### src/rtl/iob_post_queue.sv
// IO bus posted-write queue: buffers up to DEPTH FSB posted writes and drains them
// in order to the IOB master; non-posted accesses wait behind them and end synchronously.
module iob_post_queue #(
    parameter int DEPTH = 4,
    parameter int AW    = 23,
    parameter int DW    = 16,
    localparam int CW   = $clog2(DEPTH + 1)
) (
    input  logic          CLK,
    input  logic          nRES,
    input  logic          BACT,
    input  logic          IOCS,
    input  logic          IOPWCS,
    input  logic          nWE,
    input  logic          nLDS,
    input  logic          nUDS,
    input  logic [AW-1:0] A,
    input  logic [DW-1:0] DI,
    output logic          IOPWReady,
    output logic          IONPReady,
    output logic          nBERR_FSB,
    output logic [DW-1:0] DO,
    output logic          IOREQ,
    output logic          IORW,
    output logic [AW-1:0] IOA,
    output logic [DW-1:0] IOD,
    output logic          IOL0,
    output logic          IOU0,
    input  logic          IOACT,
    input  logic          IODONE,
    input  logic [DW-1:0] IORD,
    input  logic          BERR_IOB,
    output logic          PWErr,
    output logic [CW-1:0] Count
);
    localparam int PTRW = (DEPTH > 1) ? $clog2(DEPTH) : 1;

    typedef enum logic [2:0] {F_IDLE, F_PW, F_NPWAIT, F_NPBUSY, F_TERM} fState_t;
    typedef enum logic [1:0] {M_IDLE, M_REQ, M_ACT} mState_t;

    fState_t         fState;
    mState_t         mState;
    logic            BACTr;
    logic            npPend;
    logic            mNp;
    logic [PTRW-1:0] wrPtr;
    logic [PTRW-1:0] rdPtr;
    logic [AW-1:0]   addrQ [DEPTH];
    logic [DW-1:0]   dataQ [DEPTH];
    logic [1:0]      beQ   [DEPTH];

    logic start;
    logic retire;
    logic npDone;
    logic canEnq;
    logic enq;

    function automatic logic [PTRW-1:0] nextPtr(input logic [PTRW-1:0] p);
        return (p == PTRW'(DEPTH - 1)) ? '0 : p + 1'b1;
    endfunction

    assign start  = BACT & ~BACTr;
    assign retire = (mState == M_ACT) & IODONE & ~mNp;
    assign npDone = (mState == M_ACT) & IODONE & mNp;
    // A full queue still accepts when the head retires in the same cycle.
    assign canEnq = (Count < CW'(DEPTH)) | retire;
    assign enq    = canEnq & (((fState == F_IDLE) & start & IOPWCS & ~nWE) |
                              ((fState == F_PW) & BACT));

    always_ff @(posedge CLK) begin
        if (enq) begin
            addrQ[wrPtr] <= A;
            dataQ[wrPtr] <= DI;
            beQ[wrPtr]   <= {~nUDS, ~nLDS};
        end
    end

    always_ff @(posedge CLK or negedge nRES) begin
        if (!nRES) begin
            fState    <= F_IDLE;
            mState    <= M_IDLE;
            BACTr     <= 1'b0;
            npPend    <= 1'b0;
            mNp       <= 1'b0;
            wrPtr     <= '0;
            rdPtr     <= '0;
            Count     <= '0;
            IOPWReady <= 1'b0;
            IONPReady <= 1'b0;
            nBERR_FSB <= 1'b1;
            DO        <= '0;
            PWErr     <= 1'b0;
            IOREQ     <= 1'b0;
            IORW      <= 1'b1;
            IOA       <= '0;
            IOD       <= '0;
            IOL0      <= 1'b0;
            IOU0      <= 1'b0;
        end else begin
            BACTr <= BACT;

            if (enq)    wrPtr <= nextPtr(wrPtr);
            if (retire) rdPtr <= nextPtr(rdPtr);
            if (enq & ~retire)      Count <= Count + 1'b1;
            else if (retire & ~enq) Count <= Count - 1'b1;
            if (retire & BERR_IOB)  PWErr <= 1'b1;

            case (fState)
                F_IDLE: begin
                    if (start) begin
                        if (IOPWCS & ~nWE) begin
                            if (enq) begin
                                IOPWReady <= 1'b1;
                                fState    <= F_TERM;
                            end else begin
                                fState <= F_PW;
                            end
                        end else if (IOCS) begin
                            fState <= F_NPWAIT;
                        end
                    end
                end
                F_PW: begin
                    if (!BACT) begin
                        fState <= F_IDLE;
                    end else if (enq) begin
                        IOPWReady <= 1'b1;
                        fState    <= F_TERM;
                    end
                end
                F_NPWAIT: begin
                    if (!BACT) begin
                        fState <= F_IDLE;
                    end else if ((Count == '0) && (mState == M_IDLE) && !npPend) begin
                        IOA    <= A;
                        IOD    <= DI;
                        IORW   <= nWE;
                        IOL0   <= ~nLDS;
                        IOU0   <= ~nUDS;
                        npPend <= 1'b1;
                        fState <= F_NPBUSY;
                    end
                end
                F_NPBUSY: begin
                    // An abandoned cycle lets the IOB access finish but drops its result.
                    if (!BACT) begin
                        fState <= F_IDLE;
                    end else if (npDone) begin
                        if (IORW) DO <= IORD;
                        nBERR_FSB <= ~BERR_IOB;
                        IONPReady <= ~BERR_IOB;
                        fState    <= F_TERM;
                    end
                end
                F_TERM: begin
                    if (!BACT) begin
                        IOPWReady <= 1'b0;
                        IONPReady <= 1'b0;
                        nBERR_FSB <= 1'b1;
                        fState    <= F_IDLE;
                    end
                end
                default: fState <= F_IDLE;
            endcase

            case (mState)
                M_IDLE: begin
                    if (npPend) begin
                        npPend <= 1'b0;
                        mNp    <= 1'b1;
                        IOREQ  <= 1'b1;
                        mState <= M_REQ;
                    end else if (Count != '0) begin
                        IOA    <= addrQ[rdPtr];
                        IOD    <= dataQ[rdPtr];
                        IOL0   <= beQ[rdPtr][0];
                        IOU0   <= beQ[rdPtr][1];
                        IORW   <= 1'b0;
                        mNp    <= 1'b0;
                        IOREQ  <= 1'b1;
                        mState <= M_REQ;
                    end
                end
                M_REQ: begin
                    if (IOACT) begin
                        IOREQ  <= 1'b0;
                        mState <= M_ACT;
                    end
                end
                M_ACT: begin
                    if (IODONE) mState <= M_IDLE;
                end
                default: mState <= M_IDLE;
            endcase
        end
    end
endmodule

### config.mk
export PLATFORM = sky130hd
export DESIGN_NAME = iob_post_queue
export DESIGN_NICKNAME = d
export VERILOG_FILES = /design/src/rtl/iob_post_queue.sv
export SDC_FILE = /design/constraint.sdc
export NUM_CORES = 1
export LEC_CHECK = 0
export BUFFER_PORTS_ARGS = -buffer_cell sky130_fd_sc_hd__buf_2
export CAP_MARGIN = 20
export CORE_UTILIZATION = 60
export CTS_CLUSTER_DIAMETER = 200
export DETAILED_ROUTE_END_ITERATION = 12
export PLACE_DENSITY = 0.79
export SETUP_SLACK_MARGIN = 0.02
export SKIP_LAST_GASP = 1
export SYNTH_ARGS = -nofsm -noshare
export SYNTH_HDL_FRONTEND = slang
export SYNTH_SLANG_ARGS = --single-unit
### constraint.sdc
create_clock -name CLK -period 8.5 [get_ports CLK]
set_input_delay 1.7 -clock CLK [delete_from_list [all_inputs] [get_ports CLK]]
set_output_delay 1.7 -clock CLK [all_outputs]
set_load 0.05 [all_outputs]
* Word-level counts from Yosys, hierarchy flattened
Memories as Yosys holds them, arrays and structs flattened.
Index checks and enable logic that the tools add are counted.
Widths: inputs -> output; s select.
** Word-level totals
- Bits in registers :: 78
- Logic and storage cells :: 165
- Memory bits (writable) :: 164
- Memories :: 3
- Output and inout port bits :: 66
** Operators by class
- $lt $le $gt $ge :: 1
- Muxes and demuxes :: 75
- Reduce and logical (&&, ||, !) cells :: 19
- Bitwise gates (word level) :: 23
- Equality and inequality tests :: 21
- Add/subtract/negate cells :: 4
** Memory list
- addrQ :: words 4, bits a word 23, rd ports 1, clocked after Yosys merged registers in 0, wr ports 1, RTL line 48 : logic [AW-1:0] addrQ [DEPTH];
- dataQ :: words 4, bits a word 16, rd ports 1, clocked after Yosys merged registers in 0, wr ports 1, RTL line 49 : logic [DW-1:0] dataQ [DEPTH];
- beQ :: words 4, bits a word 2, rd ports 1, clocked after Yosys merged registers in 0, wr ports 1, RTL line 50 : logic [1:0] beQ [DEPTH];
** Operators with widths (number)
- $mux 23 :: 6
- $mux 16 :: 6
- $mux 3 :: 13
- $mux 1 :: 38
- $pmux 3 s5 :: 1
- $ne 2x2->1 const B :: 7
- $and 1x1->1 :: 13
- $mux 2 :: 6
- $ne 3x3->1 const B :: 3
- $not 1->1 :: 8
- $reduce_and 4->1 :: 2
- $reduce_bool 2->1 :: 4
- $eq 2x2->1 const B :: 3
- $eq 3x2->1 const B :: 2
- $logic_not 3->1 :: 2
- $ne 3x2->1 const B :: 2
- $pmux 1 s2 :: 3
- $pmux 2 s3 :: 1
- $reduce_and 3->1 :: 2
- $reduce_and 6->1 :: 1
- $reduce_bool 3->1 :: 2
- $reduce_and 5->1 :: 1
- $add 2x1->2 const B :: 2
- $add 3x1->3 const B :: 1
- 12 further kinds :: 14

* Depth between registers and ports, before layout
- Depth after elaboration :: 11
- Gate-level depth with buffers :: 11

* Worst setup path after synthesis
OpenSTA, ideal clock, no wires.
- Path type :: input -> register
- Start point :: input port nWE
- End point :: memory addrQ[3][0] (enable)
- Arrival time :: 3503 ps
- Required time :: 8098 ps
- Stages on the path :: 4
- Setup slack :: 4594 ps
- Path through :: nand2b_1 -> o32a_1 -> nor3_4 -> and2_1
** On the way
- Word-level cells in the longest chain between the ends :: 6
** Ends and longest elaborated chain
- from (decl) :: RTL line 14 : input logic nWE,
- $not 1->1 :: RTL line 67 : assign enq = canEnq & (((fState == F_IDLE) & start & IOPWCS & ~nWE) |
- $and 1x1->1 :: RTL line 67
- $or 1x1->1 :: RTL line 67
- $and 1x1->1 :: RTL line 67
- net enq :: RTL line 56 : logic enq;
- $mux 1 :: RTL line 71 : if (enq) begin
- $mux 1 (implied by the code) :: RTL line 72 : addrQ[wrPtr] <= A;
- to (decl) :: RTL line 48
The timed path passes the listed nets, and every way through them passes these cells.

* Final worst setup path
- Start point :: input port IODONE
- End point :: register Count[2]
** On the way
- Word-level cells in the longest chain between the ends :: 7
- Elaborated cells between the ends (all ways) :: 10
- Those cells by class :: mux: 1; bitwise: 8; reduce/logical: 1
** Ends and longest elaborated chain
- from (decl) :: RTL line 30 : input logic IODONE,
- $and 1x1->1 * (2 in a row) :: RTL line 63 : assign retire = (mState == M_ACT) & IODONE & ~mNp;
- $or 1x1->1 * :: RTL line 66 : assign canEnq = (Count < CW'(DEPTH)) | retire;
- $and 1x1->1 * :: RTL line 67
- net enq :: RTL line 56
- $not 1->1 :: RTL line 105 : else if (retire & ~enq) Count <= Count - 1'b1;
- $and 1x1->1 :: RTL line 105
- $reduce_bool 2->1 (no source line)
- to (signal assigned) :: RTL line 104 : if (enq & ~retire) Count <= Count + 1'b1;
- to (signal assigned) :: RTL line 105
- to (decl) :: RTL line 34 : output logic [CW-1:0] Count
The timed path passes the listed nets; every way through them passes the cells marked *.
A chain may end at the register's enable or synchronous reset.

==> results.sh <==
export IMPL_r2r_end="Count[2]"
export IMPL_ir_drop_v=0.000271
export IMPL_setup_viol=0
export IMPL_ys_async_sr_fraction_pct=32.2
export IMPL_syn2layout_area_growth_pct=18.0
export IMPL_avgSynthCellArea_um2=17.4
export IMPL_cts_root_buf="clkbuf_16"
export IMPL_die_h_um=128
export IMPL_rows=45
export IMPL_register_area_um2=6880
export IMPL_wl_met1_um=7610
export IMPL_finalWirelength_um=18900
export IMPL_clock_skew_ns=0.0142
export IMPL_min_period_ns=3.61
export IMPL_multi_input_area_um2=2500
export IMPL_switchingPower_uw=1430
export IMPL_timing_fmax_mhz=277
export IMPL_slew_headroom_pct=29.5
export IMPL_hp_start="PWErr"
export IMPL_grt_pass1_wl_um=28800
export IMPL_synth_nets=620
export IMPL_worst_pin_slew_ns=1.06
export IMPL_die_w_um=128
export IMPL_cts_buffers=25
export IMPL_grt_max_degree=79
export IMPL_cts_num_sinks=242
export IMPL_start_util_pct=62.0
export IMPL_io_pins=132
export IMPL_mostFrequentLayoutCell="edfxtp_1"
export IMPL_clk_pin_slew_ns=0.06
export IMPL_cap_violations=0
export IMPL_clk_insertion_delay_late_ns=0.51
export IMPL_grt_usage_pct=23.2
export IMPL_final_cell_mix="164 x edfxtp_1, 130 x buf_2, 74 x dfrtp_1"
export IMPL_route_met3_wl_um=1020
export IMPL_hold_slack_ns=0.465
export IMPL_critPathMaxFanout=10
export IMPL_r2r_start="fState[1]"
export IMPL_ys_top_cells_by_area="edfxtp_1 52%, dfrtp_1 20%, mux4_2 9.7%, mux2i_1 4.2%, o21ai_0 2.7%"
export IMPL_synth_seq_area_share_pct=72.2
export IMPL_clk_path_buf_depth=3
export IMPL_post_cts_resized=0
export IMPL_synth_top_area_share_pct=51.7
export IMPL_hold_class="flop to flop"
export IMPL_status="completed"
export IMPL_post_cts_buffers=0
export IMPL_top_layer="met4"
export IMPL_power_share_clock_pct=26.6
export IMPL_ant_nets=0
export IMPL_required_ns=8.92
export IMPL_finalHoldViolations=0
export IMPL_routabilityCongestion=0.851
export IMPL_firstDrtPassIters=5
export IMPL_layout_nets=758
export IMPL_path_class="primary input to flop"
export IMPL_powerDensity_nw_per_um2=349
export IMPL_hold_buffers=0
export IMPL_arrival_ns=4.03
export IMPL_grt_overflow=0
export IMPL_drt_vias_per_instance=5.82
export IMPL_power_leakage_uw=0.00460
export IMPL_vias=5327
export IMPL_first_global_vias=5423
export IMPL_netlist_area_um2=9530
export IMPL_synthCells=547
export IMPL_min_delay_path_depth=1
export IMPL_drc=0
export IMPL_route_met2_wl_um=9920
export IMPL_cts_htree_levels=1
export IMPL_synth_edff_count=164
export IMPL_dpl_hpwl_um=10900
export IMPL_synthFlopType="edfxtp_1"
export IMPL_switching_share_pct=36.6
export IMPL_rsz0062_at_grt="no"
export IMPL_core_area_um2=15400
export IMPL_rr_worst_depth=9
export IMPL_synth_top_area_cell="edfxtp_1"
export IMPL_wl_per_cell_um=20.6
export IMPL_synth_distinct_cells=45
export IMPL_tns_ns=0
export IMPL_reg2reg_slack_ns=5.52
export IMPL_slew_viol_final=0
export IMPL_cts_tree="done"
export IMPL_p_seq_share_pct=41.9
export IMPL_ys_ff_latch=242
export IMPL_crit_path_end_kind="flop"
export IMPL_p_int_uw=2490
export IMPL_hold_end="PWErr"
export IMPL_drt_initial_drc_count=315
export IMPL_antennaDiodeCount=0
export IMPL_numPortBuffers=131
export IMPL_cp_start_kind="primary input"
export IMPL_die_area_um2=16400
export IMPL_num_fill_cells=944
export IMPL_period_share_pct=42.4
export IMPL_yosys_warnings=0
export IMPL_combPwrFrac_pct=31.5
export IMPL_drive_gt1_share_pct=34.9
export IMPL_antenna_found_initial=0
-- routing by layer --
metal | vias up | GRT usage [%]
li1 | 2372 | -
met1 | 2720 | 31.0
met2 | 202 | 40.8
met3 | 33 | 3.46
met4 | 0 | 5.61
met5 | - | 0
-- power groups by stage --
stage | combinational (uW) | clock [uW] | sequential [uW]
2_1_floorplan | 616 | 0 | 1940
3_3_place_gp | 1180 | 0 | 1650
3_5_place_dp | 1210 | 0 | 1670
4_1_cts | 1230 | 1060 | 1650
5_1_grt | 1320 | 1110 | 1670
6_report | 1230 | 1040 | 1640
-- how the worst max path moves through the flow --
stage	cells after the start	endpoint	start	slack, ns
after floorplan	4	addrQ[3][0]	nWE	4.59
after global routing	11	Count[2]	IODONE	4.76
after detailed placement	6	addrQ[2][10]	IODONE	4.36
after global placement	6	dataQ[3][12]	IODONE	4.49
after CTS	6	addrQ[0][16]	IODONE	4.89
final	11	Count[2]	IODONE	4.89
-- area by class of cell --
cell class | count | share of cell area [%]
inverter | 8 | 0.267
sequential | 242 | 61.2
multi-input combinational | 271 | 22.3
timing repair buffer | 137 | 6.88
clock inverter | 10 | 0.990
clock buffer | 36 | 6.02
tap | 211 | 2.35
-- stage by stage --
step / utilization, % / setup slack (ns) / power [uW] / std cells / cell area, um2
detailed placement: 67.3 / 4.36 / 2880 / 864 / 10300
finish: 73.2 / 4.89 / 3920 / 915 / 11200
global placement: 67.3 / 4.49 / 2840 / 864 / 10300
floorplan: - / 4.59 / 2560 / 547 / 9530
CTS: 72.5 / 4.89 / 3930 / 910 / 11100
global route: 73.2 / 4.76 / 4100 / 915 / 11200
-- critical path, stage by stage --
cell     delay (ns)
buf_2          0.10
nor3b_2        0.27
inv_2          0.11
and2_4         0.19
nor3_4         0.35
ha_1           0.27
inv_1          0.08
fa_1           0.42
xor2_1         0.19
nor2_1         0.15
xor2_1         0.20
-- synthesized netlist by cell type (4+ instances only) --
| master | number |
|---|---|
| buf_2 | 10 |
| mux2_2 | 17 |
| dfrtp_1 | 76 |
| and2_1 | 4 |
| mux4_2 | 41 |
| a21oi_1 | 7 |
| mux2i_1 | 40 |
| ha_1 | 6 |
| clkbuf_1 | 11 |
| o21ai_0 | 51 |
| nand3_1 | 5 |
| nand2b_1 | 4 |
| nor2_1 | 13 |
| buf_6 | 4 |
| inv_1 | 7 |
| nand2_1 | 53 |
| edfxtp_1 | 164 |
-- sequential cells by signal, indices dropped and copies added (netlist names), 2 cells and up --
| name | flops |
|---|---|
| addrQ | 92 |
| dataQ | 64 |
| IOA | 23 |
| DO | 16 |
| IOD | 16 |
| beQ | 8 |
| Count | 3 |
| fState | 3 |
| mState | 2 |
| rdPtr | 2 |
| wrPtr | 2 |
-- kinds of logic (layout without fill, tap and decap cells) --
family          after synthesis  after routing  synth area share, %
fa+ha+maj                     7              7                0.997
flops                       242            242                 72.2
simple gates                 94             94                 4.86
mux                          98             98                 15.9
xor+xnor                      3              3                0.276
compound gates               69             69                 3.99
buf+inv                      34            191                 1.82
Power figures use the tool's default switching activity.
